[config.mk]
export PLATFORM = sky130hd
export DESIGN_NAME = ksneq_param
export DESIGN_NICKNAME = d
export VERILOG_FILES = /design/src/rtl/ksneq_pkg.sv /design/src/rtl/ksneq_pair_scan.sv /design/src/rtl/ksneq_param.sv
export SDC_FILE = /design/constraint.sdc
export NUM_CORES = 2
export LEC_CHECK = 0
export ABC_CLOCK_PERIOD_IN_PS = 4900
export BUFFER_PORTS_ARGS = -buffer_cell sky130_fd_sc_hd__buf_2
export CAP_MARGIN = 20
export CORE_AREA = 2 2 593 595
export CTS_CLUSTER_DIAMETER = 100
export CTS_CLUSTER_SIZE = 30
export DETAILED_ROUTE_END_ITERATION = 8
export DIE_AREA = 0 0 595 597
export PLACE_DENSITY_LB_ADDON = 0.15
export SYNTH_ARGS = -nofsm -noshare
export SYNTH_HDL_FRONTEND = slang
export SYNTH_SLANG_ARGS = --single-unit
[constraint.sdc]
create_clock -name clk -period 4.9 [get_ports clk]
set_clock_uncertainty 0.15 [all_clocks]
set_input_delay 0.245 -clock clk [delete_from_list [all_inputs] [get_ports clk]]
set_output_delay 0.245 -clock clk [all_outputs]
set_load 0.005 [all_outputs]
[src/rtl/ksneq_pkg.sv]
// Shared types and the key-word expansion helper for the key-schedule
// "no-equal-words" block.
package ksneq_pkg;

   typedef enum logic [1:0] {
      MIN  = 2'd0,
      FAST = 2'd1,
      FULL = 2'd2
   } kwidth_e;

   typedef enum logic [1:0] {
      IDLE,
      EXPAND,
      PERMUTE,
      CHECK
   } state_e;

   localparam int EXP_MAX = 1024;
   localparam int EXP_AW  = $clog2(EXP_MAX);

   // Output word i takes key word (i mod kwords); bits beyond cwords words are zero.
   function automatic logic [EXP_MAX-1:0] word_expand(input logic [EXP_MAX-1:0] key,
                                                       input int cwords,
                                                       input int kwords,
                                                       input int wordw = 32);
      logic [EXP_MAX-1:0] r;
      r = '0;
      for (int b = 0; b < EXP_MAX; b++) begin
         if (b < cwords * wordw)
            r[EXP_AW'(b)] = key[EXP_AW'(((b / wordw) % kwords) * wordw + (b % wordw))];
      end
      return r;
   endfunction

endpackage

[src/rtl/ksneq_pair_scan.sv]
// Walks the (i, j) word-pair sequence over the X region of C, one pair per
// cycle, and flags equality of the selected words.
module ksneq_pair_scan #(
   parameter int XWORDS = 4,
   parameter int WORDW  = 32
) (
   input  logic                         clk,
   input  logic                         reset_n,
   input  logic                         init,
   input  logic                         step,
   input  logic [(XWORDS+1)*WORDW-1:0]  words,
   output logic                         match,
   output logic                         last
);

   localparam int IW = $clog2(XWORDS + 1) + 1;

   logic [IW-1:0]    i_q, i_d, j_q, j_d;
   logic [WORDW-1:0] wi, wj;

   always_comb begin
      i_d = i_q;
      j_d = j_q;
      if (init) begin
         i_d = '0;
         j_d = IW'(1);
      end else if (step) begin
         // Row wrap happens in the same cycle so the scan has no bubble.
         if (j_q == IW'(XWORDS)) begin
            i_d = i_q + 1'b1;
            j_d = i_q + IW'(2);
         end else begin
            j_d = j_q + 1'b1;
         end
      end
   end

   always_comb begin
      wi = '0;
      wj = '0;
      for (int n = 0; n <= XWORDS; n++) begin
         if (i_q == IW'(n)) wi = words[n*WORDW +: WORDW];
         if (j_q == IW'(n)) wj = words[n*WORDW +: WORDW];
      end
   end

   assign match = (wi == wj);
   assign last  = (i_q == IW'(XWORDS - 1)) && (j_q == IW'(XWORDS));

   always_ff @(posedge clk or negedge reset_n) begin
      if (!reset_n) begin
         i_q <= '0;
         j_q <= '0;
      end else begin
         i_q <= i_d;
         j_q <= j_d;
      end
   end

endmodule

[src/rtl/ksneq_param.sv]
// Derives DryGASCON C and X from key K, permuting through a borrowed Gascon
// round core until the X-region words are all distinct.
//
// state   | meaning
// IDLE    | waiting for start; cout/xout/err hold the last job
// EXPAND  | build C (and X for FULL/FAST) from the latched key
// PERMUTE | perm_req high, waiting for the round core's ack
// CHECK   | scan X-region word pairs, one per cycle, for a duplicate
module ksneq_param
   import ksneq_pkg::*;
#(
   parameter int KWIDTHMAX  = 448,
   parameter int MINWIDTH_K = 128,
   parameter int CWIDTH     = 320,
   parameter int XWIDTH     = 128,
   parameter int WORDW      = 32,
   parameter int MAX_PERM   = 255
) (
   input  logic                 clk,
   input  logic                 reset_n,
   input  logic                 start,
   input  logic [KWIDTHMAX-1:0] k,
   input  logic [1:0]           kWidth,
   output logic                 busy,
   output logic                 done,
   output logic                 err,
   output logic [CWIDTH-1:0]    cout,
   output logic [XWIDTH-1:0]    xout,
   output logic                 perm_req,
   output logic [CWIDTH-1:0]    perm_cin,
   input  logic [CWIDTH-1:0]    perm_cout,
   input  logic                 perm_ack
);

   localparam int XWORDS = XWIDTH / WORDW;
   localparam int KWORDS = MINWIDTH_K / WORDW;
   localparam int CWORDS = CWIDTH / WORDW;
   localparam int RW     = $clog2(MAX_PERM + 1);

   state_e                 state_q, state_d;
   logic [KWIDTHMAX-1:0]   k_q, k_d;
   logic [1:0]             mode_q, mode_d;
   logic [CWIDTH-1:0]      c_q, c_d, cout_q, cout_d, c_exp;
   logic [XWIDTH-1:0]      x_q, x_d, xout_q, xout_d;
   logic [RW-1:0]          retry_q, retry_d;
   logic                   busy_q, busy_d, done_q, done_d, err_q, err_d;
   logic                   finish, scan_init, scan_step, scan_match, scan_last;

   assign c_exp = CWIDTH'(word_expand(EXP_MAX'(k_q), CWORDS, KWORDS, WORDW));

   ksneq_pair_scan #(
      .XWORDS (XWORDS),
      .WORDW  (WORDW)
   ) u_scan (
      .clk     (clk),
      .reset_n (reset_n),
      .init    (scan_init),
      .step    (scan_step),
      .words   (c_q[(XWORDS+1)*WORDW-1:0]),
      .match   (scan_match),
      .last    (scan_last)
   );

   always_comb begin
      state_d   = state_q;
      k_d       = k_q;
      mode_d    = mode_q;
      c_d       = c_q;
      x_d       = x_q;
      retry_d   = retry_q;
      busy_d    = busy_q;
      done_d    = 1'b0;
      err_d     = err_q;
      cout_d    = cout_q;
      xout_d    = xout_q;
      finish    = 1'b0;
      scan_init = 1'b0;
      scan_step = 1'b0;

      case (state_q)
         IDLE: begin
            if (start) begin
               k_d     = k;
               mode_d  = kWidth;
               busy_d  = 1'b1;
               err_d   = 1'b0;
               retry_d = '0;
               state_d = EXPAND;
            end
         end
         EXPAND: begin
            case (mode_q)
               FULL: begin
                  c_d    = k_q[CWIDTH-1:0];
                  x_d    = k_q[CWIDTH+XWIDTH-1:CWIDTH];
                  finish = 1'b1;
               end
               FAST: begin
                  c_d    = c_exp;
                  x_d    = k_q[MINWIDTH_K+XWIDTH-1:MINWIDTH_K];
                  finish = 1'b1;
               end
               MIN: begin
                  c_d     = c_exp;
                  state_d = PERMUTE;
               end
               default: begin
                  err_d  = 1'b1;
                  finish = 1'b1;
               end
            endcase
         end
         PERMUTE: begin
            if (perm_ack) begin
               c_d       = perm_cout;
               retry_d   = retry_q + 1'b1;
               scan_init = 1'b1;
               state_d   = CHECK;
            end
         end
         CHECK: begin
            if (scan_match) begin
               if (retry_q < RW'(MAX_PERM)) begin
                  state_d = PERMUTE;
               end else begin
                  err_d  = 1'b1;
                  finish = 1'b1;
               end
            end else if (scan_last) begin
               x_d    = c_q[XWIDTH-1:0];
               c_d    = {c_q[CWIDTH-1:XWIDTH], k_q[XWIDTH-1:0]};
               finish = 1'b1;
            end else begin
               scan_step = 1'b1;
            end
         end
         default: state_d = IDLE;
      endcase

      // Outputs publish the values being written this same edge.
      if (finish) begin
         cout_d  = c_d;
         xout_d  = x_d;
         done_d  = 1'b1;
         busy_d  = 1'b0;
         state_d = IDLE;
      end
   end

   always_ff @(posedge clk or negedge reset_n) begin
      if (!reset_n) begin
         state_q <= IDLE;
         k_q     <= '0;
         mode_q  <= '0;
         c_q     <= '0;
         x_q     <= '0;
         retry_q <= '0;
         busy_q  <= 1'b0;
         done_q  <= 1'b0;
         err_q   <= 1'b0;
         cout_q  <= '0;
         xout_q  <= '0;
      end else begin
         state_q <= state_d;
         k_q     <= k_d;
         mode_q  <= mode_d;
         c_q     <= c_d;
         x_q     <= x_d;
         retry_q <= retry_d;
         busy_q  <= busy_d;
         done_q  <= done_d;
         err_q   <= err_d;
         cout_q  <= cout_d;
         xout_q  <= xout_d;
      end
   end

   assign busy     = busy_q;
   assign done     = done_q;
   assign err      = err_q;
   assign cout     = cout_q;
   assign xout     = xout_q;
   assign perm_req = (state_q == PERMUTE);
   assign perm_cin = c_q;

endmodule

==> flow_summary_export.csv <==
group,metric,value,unit
placement,io_buffers,1545,
timing,setup_viol,0,
global_route,antenna_found_initial,162,
worst_setup_path,crit_type,"flop to flop",
yosys,syn_inst,5782,
global_route,grt_pass1_wl,628000,microns
yosys,synth_fp_nets,6570,
timing,min_period_over_period,0.978,
worst_setup_path,crit_fanout,9,
worst_setup_path,slowest_delay,540,ps
worst_setup_path,critPathTopFamily,"simple AND/OR/NAND/NOR gates",
yosys,ys_seq_elements,1367,
timing,fmax,209,MHz
yosys,synth_area_leaders,"dfrtp_1 52%, mux2_4 8.1%, mux2_2 7.6%, a22oi_1 4.9%, a21oi_1 3.4%",
global_route,grt_pass1_vias,66100,
cells_and_area,syn_to_final_growth,51.0,%
pwr,total_power,0.0625,W
floorplanning,rows,217,
yosys,synth_async_sr_flop_share,1.00,
cells_and_area,design_area,0.0997,sq mm
routing,num_vias,64700,
routing,drt-pass1-iter-count,9,
routing,drt-total-wl,480000,microns
pwr,irDropWorstVdd,0.303,mV
cts,cts_sinks,1367,
timing,min_period,4790,ps
worst_setup_path,r2r_slack,110,ps
cells_and_area,layout_common_cells,"1545 x buf_2, 1362 x dfrtp_1, 1217 x dlygate4sd3_1, 477 x buf_4, 448 x a21oi_1",
worst_setup_path,cp.required,5490,ps
floorplanning,die_h,597,microns
floorplanning,fp.dieW,595,microns
floorplanning,start_util,0.189,
yosys,syn_area,0.0660,sq mm
yosys,yosysWarnings,0,
cts,cts_buffers,92,
cells_and_area,final_nets,9479,
yosys,ys_seq_area_frac,0.518,
cells_and_area,layout_commonest_cell,"buf_2",
worst_setup_path,endpoint_kind,"flop",
global_route,grt.total_usage,0.259,
placement,place_area,0.0827,sq mm
yosys,synth_edf_count,0,
cts,clk-insertion-delay-late,910,ps
cts,cts_root_buf,"clkbuf_16",
worst_setup_path,cp-start-kind,"flop",
routing,drtIter0Drc,5495,
flow_run,maxCapViolations,0,
routing,drtAntennaViolNets,0,
cts,cts.path.max_buffers,4,
yosys,avgSynthCellArea,11.4,sq um
cts,cts_max_level,3,
cts,cts_tree,"done",
pwr,p_per_area,627,mW/mm^2
yosys,ys_types,71,
min_path,hold_path.class,"primary input to flop",
routing,wl_per_cell,35.7,microns
timing,whs,71.4,ps
run_status,outcome,"finished, final reports clean",
pwr,p_leak,44.4,nW
floorplanning,core_area,0.349,sq mm
placement,placed_cells,11900,
placement,gp_congestion,0.887,
worst_setup_path,cp_slowest_cell,"or4b_4",
yosys,synth_top_area_share,0.518,
timing,slew_viol_final,0,
routing,avgViaCountPerCell,4.81,
timing,hold_violations,0,
routing,drcViolationCount,0,
placement,dp_hpwl,373000,microns
floorplanning,dieArea,0.355,sq mm
worst_setup_path,path_cells,"ha_2 > or3_4 > buf_6 > a221o_1 > o2111ai_1 > a21oi_1 > nor3_2 > or4b_4 > or3b_4 > o211ai_4 > and2_4 > clkinv_16 > buf_16 > buf_4 > buf_4 > a31o_2",
global_route,grt_overflow,0,
timing,rsz0062_at_grt,"yes",
cts,cts.clk_slew.worst_paths,100,ps
cells_and_area,drive_gt1_frac,0.376,
timing,slew_headroom,0.271,
global_route,grt_start_max_net_pins,151,
worst_setup_path,crit_buf_inv,5,
yosys,synth_flop_cell,"dfrtp_1",
floorplanning,ios,1546,
cells_and_area,final_util,0.286,
worst_setup_path,cpMostUsedCell,"buf_4",
timing,tightest_slew,1080,ps
yosys,synth_largest_area_cell,"dfrtp_1",
cells_and_area,instances_no_fill,13400,
worst_setup_path,arrival,5380,ps
## routing by layer
layer	vias up	global-route usage	part of all wire	routed length (microns)
li1	27700	-	-	-
met3	618	0.0570	0.067	32100
met1	33700	0.316	0.41	195000
met4	50	0.103	0.049	23600
met2	2606	0.442	0.48	229000
met5	-	0	0.00071	339
## stage by stage
| stage | setup WS, ps | setup TNS [ps] |
|---|---|---|
| floorplan | 724 | 0 |
| global placement | -743 | -66460 |
| detailed placement | -394 | -38400 |
| CTS | 2.45 | 0 |
| global route | -46.7 | -2310 |
| finish | 107 | 0 |
## synthesized netlist by cell type, types with 25 or more instances
cell,instances
o22ai_1,77
nor2_1,250
and2_1,48
o21ai_0,247
nor3_1,57
a22oi_1,432
nand3_1,31
o31a_1,49
nand3b_1,113
buf_6,40
or2_2,51
buf_2,64
clkbuf_1,424
inv_1,74
a211oi_1,172
and3_1,95
a221oi_1,178
a221o_1,63
or3_1,95
a21oi_1,448
buf_1,25
dfrtp_1,1367
mux2_2,447
a31o_2,41
a2111oi_0,80
nand2_1,297
mux2_4,355
## cell type report
type	instances	area (sq um)
diodes	86	215
multi-input cells	3786	29600
repair buffers	3368	26100
clock buffers	99	2370
fillers	36700	249000
inverters	75	312
clock inverters	64	1130
repair inverters	1	16.3
flip-flops and latches	1367	34200
well taps	4599	5750
## where the power goes
part | leakage [nW] | total, W | switching, W | internal (W)
Clock | 1.66 | 0.00965 | 0.00543 | 0.00422
Sequential | 16.6 | 0.0234 | 0.00678 | 0.0166
Combinational | 26.1 | 0.0295 | 0.0168 | 0.0127
## worst paths after layout
check	startpoint	end	cells after the start
worst max-delay path	u_scan.j_q[0]$_DFFE_PN0P_	cout[19]$_DFFE_PN0P_	16
worst min-delay path	perm_cout[114]	perm_cin[114]$_DFF_PN0_	6
worst max register to register	u_scan.j_q[0]$_DFFE_PN0P_	cout[19]$_DFFE_PN0P_	16
worst min register to register	retry_q[7]$_DFFE_PN0P_	retry_q[7]$_DFFE_PN0P_	1
max in group asynchronous	reset_n	state_q[0]$_DFFE_PN0P_	3
min in group asynchronous	reset_n	k_q[238]$_DFFE_PN0P_	3
## cell families after synthesis
group,count (synthesis),synth area share
adders and majority gates,14,0.00265
buffers and inverters,629,0.0416
DFF,1367,0.518
AOI/OAI and AO/OA,1872,0.196
muxes,809,0.158
xor gates and xnor gates,20,0.00265
and+or+nand+nor,1071,0.0817
## worst reg2reg max path: stages, from the launching register on
cell and delay [ps]:
dfrtp_2 450, ha_2 240, or3_4 460, buf_6 170, a221o_1 320, o2111ai_1 110
a21oi_1 110, nor3_2 250, or4b_4 540, or3b_4 420, o211ai_4 200, and2_4 300
clkinv_16 150, buf_16 210, buf_4 190, buf_4 160, a31o_2 240
## flip-flops by register name, indices dropped and copies added, names as in the netlist
signal,flops
u_scan.i_q,4
perm_cin,320
x_q,128
u_scan.j_q,4
err,1
state_q,2
xout,128
k_q,448
done,1
busy,1
retry_q,8
mode_q,2
cout,320
## timing repair
| action | 4_1_cts | 5_1_grt |
|---|---|---|
| gates cloned | 2 | 10 |
| resized for setup | 40 | 79 |
| hold buffers | 1218 | 0 |
| pin swaps | 3 | 18 |
| hold endpoints to repair | 1855 | 0 |
| endpoints found under the setup margin | 443 | 513 |
| setup buffers | 7 | 22 |
Note: power is estimated with default switching activity, not from simulation.
